**src/rtl/fetch_pc_unit_pkg.sv**
```systemverilog
`default_nettype none
// ============================================================================
// Module   : fetch_pc_unit_pkg
// Brief    : Shared constants, IF/ID record type and alignment helper for the
//            IF stage of the P5 pipelined MIPS core.
// Revision : 1.0  initial release
// ============================================================================
package fetch_pc_unit_pkg;

    // Reset fetch address (MARS text base) and the bubble instruction word
    localparam logic [31:0] PC_RESET_ADDR = 32'h0000_3000;
    localparam logic [31:0] NOP_WORD      = 32'h0000_0000;

    // Opcodes / functs of the instructions that produce a next-PC redirect
    localparam logic [5:0] JUMP_OP_SPECIAL = 6'h00;
    localparam logic [5:0] JUMP_OP_J       = 6'h02;
    localparam logic [5:0] JUMP_OP_JAL     = 6'h03;
    localparam logic [5:0] JUMP_OP_BEQ     = 6'h04;
    localparam logic [5:0] JUMP_OP_BNE     = 6'h05;
    localparam logic [5:0] JUMP_FUNCT_JR   = 6'h08;
    localparam logic [5:0] JUMP_FUNCT_JALR = 6'h09;

    // Contents of the IF/ID pipeline register
    typedef struct packed {
        logic [31:0] instr;
        logic [31:0] pc;
        logic [31:0] pc4;
        logic        valid;
    } ifid_t;

    // Fetch addresses are always word aligned
    function automatic logic [31:0] word_align(input logic [31:0] addr);
        return {addr[31:2], 2'b00};
    endfunction

endpackage
`default_nettype wire

```
**src/rtl/fetch_pc_unit_if.sv**
```systemverilog
`default_nettype none
// ============================================================================
// Module   : fetch_pc_unit_if
// Brief    : Redirect, instruction-memory and IF/ID signals of the fetch unit.
//            master = fetch unit, slave = ID stage / memory / environment.
// Revision : 1.0  initial release
// ============================================================================
interface fetch_pc_unit_if;

    logic        stall;
    logic        redirect_sel;
    logic [31:0] redirect_target;
    logic [31:0] imem_addr;
    logic [31:0] imem_rdata;
    logic [31:0] id_instr;
    logic [31:0] id_pc;
    logic [31:0] id_pc4;
    logic        id_valid;

    modport master (
        input  stall, redirect_sel, redirect_target, imem_rdata,
        output imem_addr, id_instr, id_pc, id_pc4, id_valid
    );

    modport slave (
        output stall, redirect_sel, redirect_target, imem_rdata,
        input  imem_addr, id_instr, id_pc, id_pc4, id_valid
    );

endinterface
`default_nettype wire

```
**src/rtl/fetch_pc_unit_redirect_buf.sv**
```systemverilog
`default_nettype none
// ============================================================================
// Module   : fetch_redirect_buf
// Brief    : Holds a redirect that arrived while stalled and selects the next
//            fetch PC (live redirect > pending redirect > sequential PC+4).
// Revision : 1.0  initial release
// ============================================================================
module fetch_redirect_buf
    import fetch_pc_unit_pkg::*;
(
    input  wire logic        clk,
    input  wire logic        reset,
    input  wire logic        capture_i,
    input  wire logic        clear_i,
    input  wire logic        redirect_sel_i,
    input  wire logic [31:0] redirect_target_i,
    input  wire logic [31:0] pc_plus4_i,
    output logic      [31:0] next_pc_o,
    output logic             redirect_apply_o
);

    logic        pend_valid_q;
    logic [31:0] pend_target_q;

    // Pending buffer: a later capture in the same stall overwrites the earlier one
    always_ff @(posedge clk) begin
        if (reset) begin
            pend_valid_q  <= 1'b0;
            pend_target_q <= '0;
        end else if (capture_i) begin
            pend_valid_q  <= 1'b1;
            pend_target_q <= word_align(redirect_target_i);
        end else if (clear_i) begin
            pend_valid_q  <= 1'b0;
        end
    end

    // Next-PC priority mux; a live redirect drops any pending one
    always_comb begin
        next_pc_o        = pc_plus4_i;
        redirect_apply_o = 1'b0;
        if (redirect_sel_i) begin
            next_pc_o        = word_align(redirect_target_i);
            redirect_apply_o = 1'b1;
        end else if (pend_valid_q) begin
            next_pc_o        = pend_target_q;
            redirect_apply_o = 1'b1;
        end
    end

endmodule
`default_nettype wire

```
**src/rtl/fetch_pc_unit.sv**
```systemverilog
`default_nettype none
// ============================================================================
// Module   : fetch_pc_unit
// Brief    : IF-stage PC register and IF/ID pipeline register. Drives the
//            instruction-memory address and hands fetched words to ID.
//            Build option FETCH_DELAY_SLOT_EN: keep the word fetched in the
//            redirect cycle (branch delay slot); otherwise it is squashed.
// Revision : 1.0  initial release
// ============================================================================
module fetch_pc_unit
    import fetch_pc_unit_pkg::*;
#(
    parameter logic [31:0] PC_RESET  = PC_RESET_ADDR,
    parameter logic [31:0] NOP_INSTR = NOP_WORD
)(
    input  wire logic             clk,
    input  wire logic             reset,
    fetch_pc_unit_if.master       bus
);

`ifdef FETCH_DELAY_SLOT_EN
    localparam bit SQUASH_EN = 1'b0;
`else
    localparam bit SQUASH_EN = 1'b1;
`endif

    logic [31:0] pc_q, pc_d;
    ifid_t       ifid_q, ifid_d;
    logic [31:0] w_pc_plus4;
    logic [31:0] w_next_pc;
    logic        w_redirect_apply;
    logic        w_squash;

    assign w_pc_plus4 = pc_q + 32'd4;
    assign w_squash   = SQUASH_EN & w_redirect_apply;

    fetch_redirect_buf u_redirect_buf (
        .clk               (clk),
        .reset             (reset),
        .capture_i         (bus.stall & bus.redirect_sel),
        .clear_i           (~bus.stall),
        .redirect_sel_i    (bus.redirect_sel),
        .redirect_target_i (bus.redirect_target),
        .pc_plus4_i        (w_pc_plus4),
        .next_pc_o         (w_next_pc),
        .redirect_apply_o  (w_redirect_apply)
    );

    // Next PC and IF/ID contents; everything holds while stalled
    always_comb begin
        pc_d   = pc_q;
        ifid_d = ifid_q;
        if (!bus.stall) begin
            pc_d       = w_next_pc;
            ifid_d.pc  = pc_q;
            ifid_d.pc4 = w_pc_plus4;
            if (w_squash) begin
                ifid_d.instr = NOP_INSTR;
                ifid_d.valid = 1'b0;
            end else begin
                ifid_d.instr = bus.imem_rdata;
                ifid_d.valid = 1'b1;
            end
        end
    end

    // PC and IF/ID registers
    always_ff @(posedge clk) begin
        if (reset) begin
            pc_q   <= PC_RESET;
            ifid_q <= '{instr: NOP_INSTR, pc: 32'h0, pc4: 32'h0, valid: 1'b0};
        end else begin
            pc_q   <= pc_d;
            ifid_q <= ifid_d;
        end
    end

    assign bus.imem_addr = pc_q;
    assign bus.id_instr  = ifid_q.instr;
    assign bus.id_pc     = ifid_q.pc;
    assign bus.id_pc4    = ifid_q.pc4;
    assign bus.id_valid  = ifid_q.valid;

endmodule
`default_nettype wire

```
**src/flat_wrapper.sv**
```systemverilog
// flat-port wrapper written by rule: the top's interface ports become plain ports
module fetch_pc_unit_flat import fetch_pc_unit_pkg::*;
#(
    parameter logic [31:0] PC_RESET  = PC_RESET_ADDR,
    parameter logic [31:0] NOP_INSTR = NOP_WORD
)
  (clk, reset, bus_stall, bus_redirect_sel, bus_redirect_target, bus_imem_rdata, bus_imem_addr, bus_id_instr, bus_id_pc, bus_id_pc4, bus_id_valid);
  fetch_pc_unit_if bus_i ();
  input  wire logic clk;
  input  wire logic reset;
  input wire logic [$bits(bus_i.stall)-1:0] bus_stall;
  input wire logic [$bits(bus_i.redirect_sel)-1:0] bus_redirect_sel;
  input wire logic [$bits(bus_i.redirect_target)-1:0] bus_redirect_target;
  input wire logic [$bits(bus_i.imem_rdata)-1:0] bus_imem_rdata;
  output wire logic [$bits(bus_i.imem_addr)-1:0] bus_imem_addr;
  output wire logic [$bits(bus_i.id_instr)-1:0] bus_id_instr;
  output wire logic [$bits(bus_i.id_pc)-1:0] bus_id_pc;
  output wire logic [$bits(bus_i.id_pc4)-1:0] bus_id_pc4;
  output wire logic [$bits(bus_i.id_valid)-1:0] bus_id_valid;
  assign bus_i.stall = bus_stall;
  assign bus_i.redirect_sel = bus_redirect_sel;
  assign bus_i.redirect_target = bus_redirect_target;
  assign bus_i.imem_rdata = bus_imem_rdata;
  assign bus_imem_addr = bus_i.imem_addr;
  assign bus_id_instr = bus_i.id_instr;
  assign bus_id_pc = bus_i.id_pc;
  assign bus_id_pc4 = bus_i.id_pc4;
  assign bus_id_valid = bus_i.id_valid;
  fetch_pc_unit #(.PC_RESET(PC_RESET), .NOP_INSTR(NOP_INSTR)) u_core (.clk(clk), .reset(reset), .bus(bus_i));
endmodule
```
**config.mk**
```make
export PLATFORM = sky130hd
export DESIGN_NAME = fetch_pc_unit_flat
export DESIGN_NICKNAME = d
export VERILOG_FILES = /design/src/rtl/fetch_pc_unit_pkg.sv /design/src/rtl/fetch_pc_unit_if.sv /design/src/rtl/fetch_pc_unit_redirect_buf.sv /design/src/rtl/fetch_pc_unit.sv /design/src/flat_wrapper.sv
export SDC_FILE = /design/constraint.sdc
export NUM_CORES = 1
export LEC_CHECK = 0
export BUFFER_PORTS_ARGS = -buffer_cell sky130_fd_sc_hd__buf_2
export CORE_AREA = 2 2 136 138
export DETAILED_ROUTE_END_ITERATION = 6
export DIE_AREA = 0 0 138 140
export PLACE_DENSITY_LB_ADDON = 0.12
export SLEW_MARGIN = 15
export SYNTH_ARGS = -nofsm -noshare
export SYNTH_HDL_FRONTEND = slang
export SYNTH_HIERARCHICAL = 1
export SYNTH_SLANG_ARGS = --single-unit
```
**constraint.sdc**
```tcl
create_clock -name clk -period 3.7 [get_ports clk]
set_input_delay 0.555 -clock clk [delete_from_list [all_inputs] [get_ports clk]]
set_output_delay 0.555 -clock clk [all_outputs]
set_load 0.005 [all_outputs]
```
==> results.md <==
Worst setup path:
- The logic depth of the worst setup path including buffers is 8.
- The data arrival time of the critical path is a little under 3 ns.
- STA classifies the critical path endpoint as a register.
- The worst setup path is launched from a register.
- The number of cells on the worst reg-to-reg path is 8.
- The critical path contains buffers and inverters numbering 0 combined.
- Counting stages on the worst path, the most repeated cell is sky130_fd_sc_hd__mux2i_1.
- The cell type of the slowest stage on the worst timing path is sky130_fd_sc_hd__or4_4.
- The delay of the slowest cell on the worst path is 0.64 ns.
- Traced cell by cell, the critical path runs through nand4_1 > or4_4 > o31a_2 > or2_2 > mux2i_1 > o21ai_1 > mux2i_1 > nor2_1.
- Broken down by cell family, the worst path's largest delay share belongs to simple AND/OR/NAND/NOR gates.
- The classification of the worst setup path is reg2reg.
- Data on the critical path is required at its endpoint by approximately 4 ns.
- Along the worst path, the maximum fanout reaches 10.

Timing:
- The minimum clock period is ~2.7 ns.
- The accumulated negative setup slack is 0 ns.
- Setup repair after global routing left no endpoint under its margin.
- The final count of pins violating max slew is 0.
- The final-report hold violation count came to 0.
- In this run the tightest slew margin relative to its limit is 0.426.
- The ratio of final minimum period to clock period is 0.719.
- The final critical-path setup slack is about 1.0 ns.
- Clock skew on the completed layout was measured at 0.0104 ns.
- The maximum achievable frequency is around 380 MHz.
- Setup violations remaining at the end of the flow were counted as 0.
- The transition time at the pin with the least slew margin is 0.861 ns.

Placed design:
- The final weighted congestion in routability-driven placement is between 0.7 and 0.8.
- After legalization and detailed placement, the total HPWL measured 12700 µm.
- The worst setup slack after placement is 1.07 ns.
- The count of buffers added on input and output ports is between 150 and 200.
- The standard cell area after detailed placement is between 0.007 and 0.008 mm².

Pwr:
- The power density normalized to cell area is 467 mW/mm².
- For this design the static power due to leakage is a little under 4 nW.
- Across the VDD grid, the largest voltage drop is between 300 and 400 µV.

Clock network:
- Gates resized during post-CTS repair numbered 0.
- The number of hold buffers added after CTS was 0.
- The longest clock path from root to sink contains 2 buffers.
- The number of setup buffers added after CTS is 0.
- The clock transition at the registers of the reported paths is around 0.060 ns.
- Counting every sink on the clock net gives 158.
- Counting the buffers created by CTS gives 17.
- The TritonCTS clock tree is done.
- The clock root buffer master is sky130_fd_sc_hd__clkbuf_16.
- For the worst-skew pair, the clock arrives at the later sink with an insertion delay of around 0.43 ns.
- The CTS H-tree depth is 4.

Global routing:
- In this run the most used layer during global routing was met2.
- The initial antenna violation count came to 1.
- The first global-routing pass estimated about 30000 µm of wire.
- For met1 alone, demand over resource in global routing was 0.264.
- The via count of the first global-routing pass is 5455.
- The met3 track demand over resource in global routing is 0.0632.
- For this run, global-route usage on met2 was measured as 0.307.
- The remaining global-route overflow is 0.
- Entering global routing, the biggest net connects 72 pins.
- The combined global-route utilization of all metal layers is 0.196.

Synth:
- The netlist uses just under 50 different library cells.
- The fraction of post-synthesis cell area in the top cell type by area is 0.453.
- In the post-synthesis netlist, the biggest area contributors are sky130_fd_sc_hd__dfxtp_1, sky130_fd_sc_hd__mux2i_1, sky130_fd_sc_hd__nor2_1.
- The number of nets in the synthesized netlist is between 800 and 900.
- Counting every instance in the synthesized netlist gives between 700 and 800.
- A synthesized cell averages ~9.2 µm².
- The share of synthesized area occupied by flip-flops and latches is 0.453.
- The most instantiated flip-flop cell in the synthesis netlist is sky130_fd_sc_hd__dfxtp_1.
- Counting flops with a built-in enable in the synthesized netlist gives 0.
- In this run the cell area of the synthesized design comes to 0.00698 mm².
- During synthesis, Yosys emitted a total of 6 warnings.
- In the synthesized netlist the async set-or-reset flop fraction comes to 0.
- The flip-flop and latch count after synthesis is roughly 160.
- Of all cell types, the one taking the most synthesized area is sky130_fd_sc_hd__dfxtp_1.

Layout:
- The area growth from synthesis to final layout is 22.4%.
- The final design area excluding fillers is roughly 0.0085 mm².
- The top cell types in the final layout, fill and taps aside, are sky130_fd_sc_hd__buf_2, sky130_fd_sc_hd__dfxtp_1, sky130_fd_sc_hd__nor2_1.
- The library cell used most frequently in the layout, excluding fill and tap cells, is sky130_fd_sc_hd__buf_2.
- In the final layout, flip-flops and latches occupy around 0.0032 mm².
- In the final design database the tool counted 990 nets.
- Summing all multi-input logic gate instances after layout gives approximately 0.0034 mm².
- After filler insertion, the fill cell instance count of the layout stands at between 1500 and 2000.
- The number of antenna repair diodes is 0.
- In the final layout, the share of cells above drive strength 1 is 0.274.

Die:
- The die is approximately 140 µm tall.
- The area inside the core boundary is approximately 0.018 mm².
- Row generation in the floorplan step produced slightly below 50 rows.
- The starting density of the core is 0.392.
- The die width is about 140 µm.
- The I/O pin count is 197.
- The die area is 0.0193 mm².

Route:
- Once detail routing completed, the nets flagged for antenna violations numbered 0.
- The final routed DRC violation total is 0.
- Dividing the detail-routed via count by the number of cells gives 5.05.
- The first TritonRoute pass finished after 5 iterations.
- The total number of vias is around 5900.
- The final wirelength is around 19000 µm.
- For this block, the initial DRC count from the detailed router was between 200 and 300.
- Dividing the detail-routed wire length by the instance count gives 16.6 µm.

Min path:
- The tightest min-delay check is of the in2reg type.
- The number of cells on the worst hold path is 3.

Run status:
- The flow ran to the end, and the final reports show no timing, DRC or antenna violations.

Job:
- The tool flagged a number of max-cap violations equal to 0.
[routing by layer]
layer / vias to the layer above / part of all wire
met4: 2 / 0.0065
met1: 2765 / 0.48
li1: 2965 / -
met2: 126 / 0.46
met5: - / 0.00067
met3: 11 / 0.054
[layout make-up]
class | count | share of cell area
Clock inverter | 14 | 0.0157
Clock buffer | 18 | 0.0515
Sequential cell | 158 | 0.371
Inverter | 12 | 0.00528
Multi-Input combinational cell | 529 | 0.401
Tap cell | 229 | 0.0336
Timing Repair Buffer | 203 | 0.123
[cells in the mapped netlist (all sizes together) (3+ instances only)]
cell	instances
nand2b	10
xnor2	10
nand4	9
nand2	58
buf	28
dfxtp	158
xor2	6
mux2i	123
o21a	11
a311oi	7
inv	11
and4	8
a22oi	31
or3	6
nor4	10
a21oi	8
o211a	3
or4	3
or2	8
nor3	5
o21ai	37
nand3	7
o311a	6
o31a	5
clkbuf	35
nor2	145
[worst paths after layout]
path	slack, ns	to	start
setup reg to reg	1.04	u_core/bus.imem_addr[31]$_SDFFE_PP0N_	u_core/bus.imem_addr[18]$_SDFFE_PP0N_
setup / recovery	1.04	u_core/bus.imem_addr[31]$_SDFFE_PP0N_	u_core/bus.imem_addr[18]$_SDFFE_PP0N_
hold / removal	0.36	u_core/bus.id_instr[8]$_SDFFE_PP0N_	bus_imem_rdata[8]
hold reg to reg	0.46	u_core/bus.id_pc4[5]$_SDFFE_PP0N_	u_core/bus.id_pc4[5]$_SDFFE_PP0N_
[registers in the layout (all words and copies together), names as in the netlist]
register and cells:
u_core/bus.id_pc4 30, u_core/u_redirect_buf/pend_target_q 30, u_core/bus.id_pc 32, u_core/bus.id_valid 1
u_core/u_redirect_buf/pend_valid_q 1, u_core/bus.id_instr 32, u_core/bus.imem_addr 32
[logic make-up after synthesis]
kind of cell,count (synthesis),synth area share
xor+xnor,16,0.0201
mux,123,0.177
buf+inv,75,0.0569
flops,158,0.453
simple gates,275,0.178
fa+ha+maj,1,0.00179
compound gates,114,0.114
[per-stage QoR]
| step | util | instances | hold WS (ns) | total power [mW] |
|---|---|---|---|---|
| after global routing | 0.480 | 1163 | 0.341 | 4.16 |
| final | 0.480 | 1163 | 0.358 | 3.98 |
| after global placement | 0.448 | 1131 | 0.450 | 2.30 |
| after detailed placement | 0.448 | 1131 | 0.452 | 2.31 |
| after floorplan | - | 762 | 0.457 | 2.14 |
| after CTS | 0.480 | 1163 | 0.339 | 4.04 |
[tightest hold or removal path: cells and delay by family]
family / cells / cell delay (ns)
and+or+nand+nor: 1 / 0.07
buffers and inverters: 1 / 0.07
AOI/OAI and AO/OA: 1 / 0.05
[where the power goes]
part	leakage (nW)	internal [mW]	switching, mW	total (mW)
clock	0.272	0.955	0.762	1.72
sequential	1.29	1.78	0.0737	1.85
combinational	2.36	0.191	0.222	0.413
total	3.92	2.93	1.06	3.98
(Power assumes the default switching activity.)
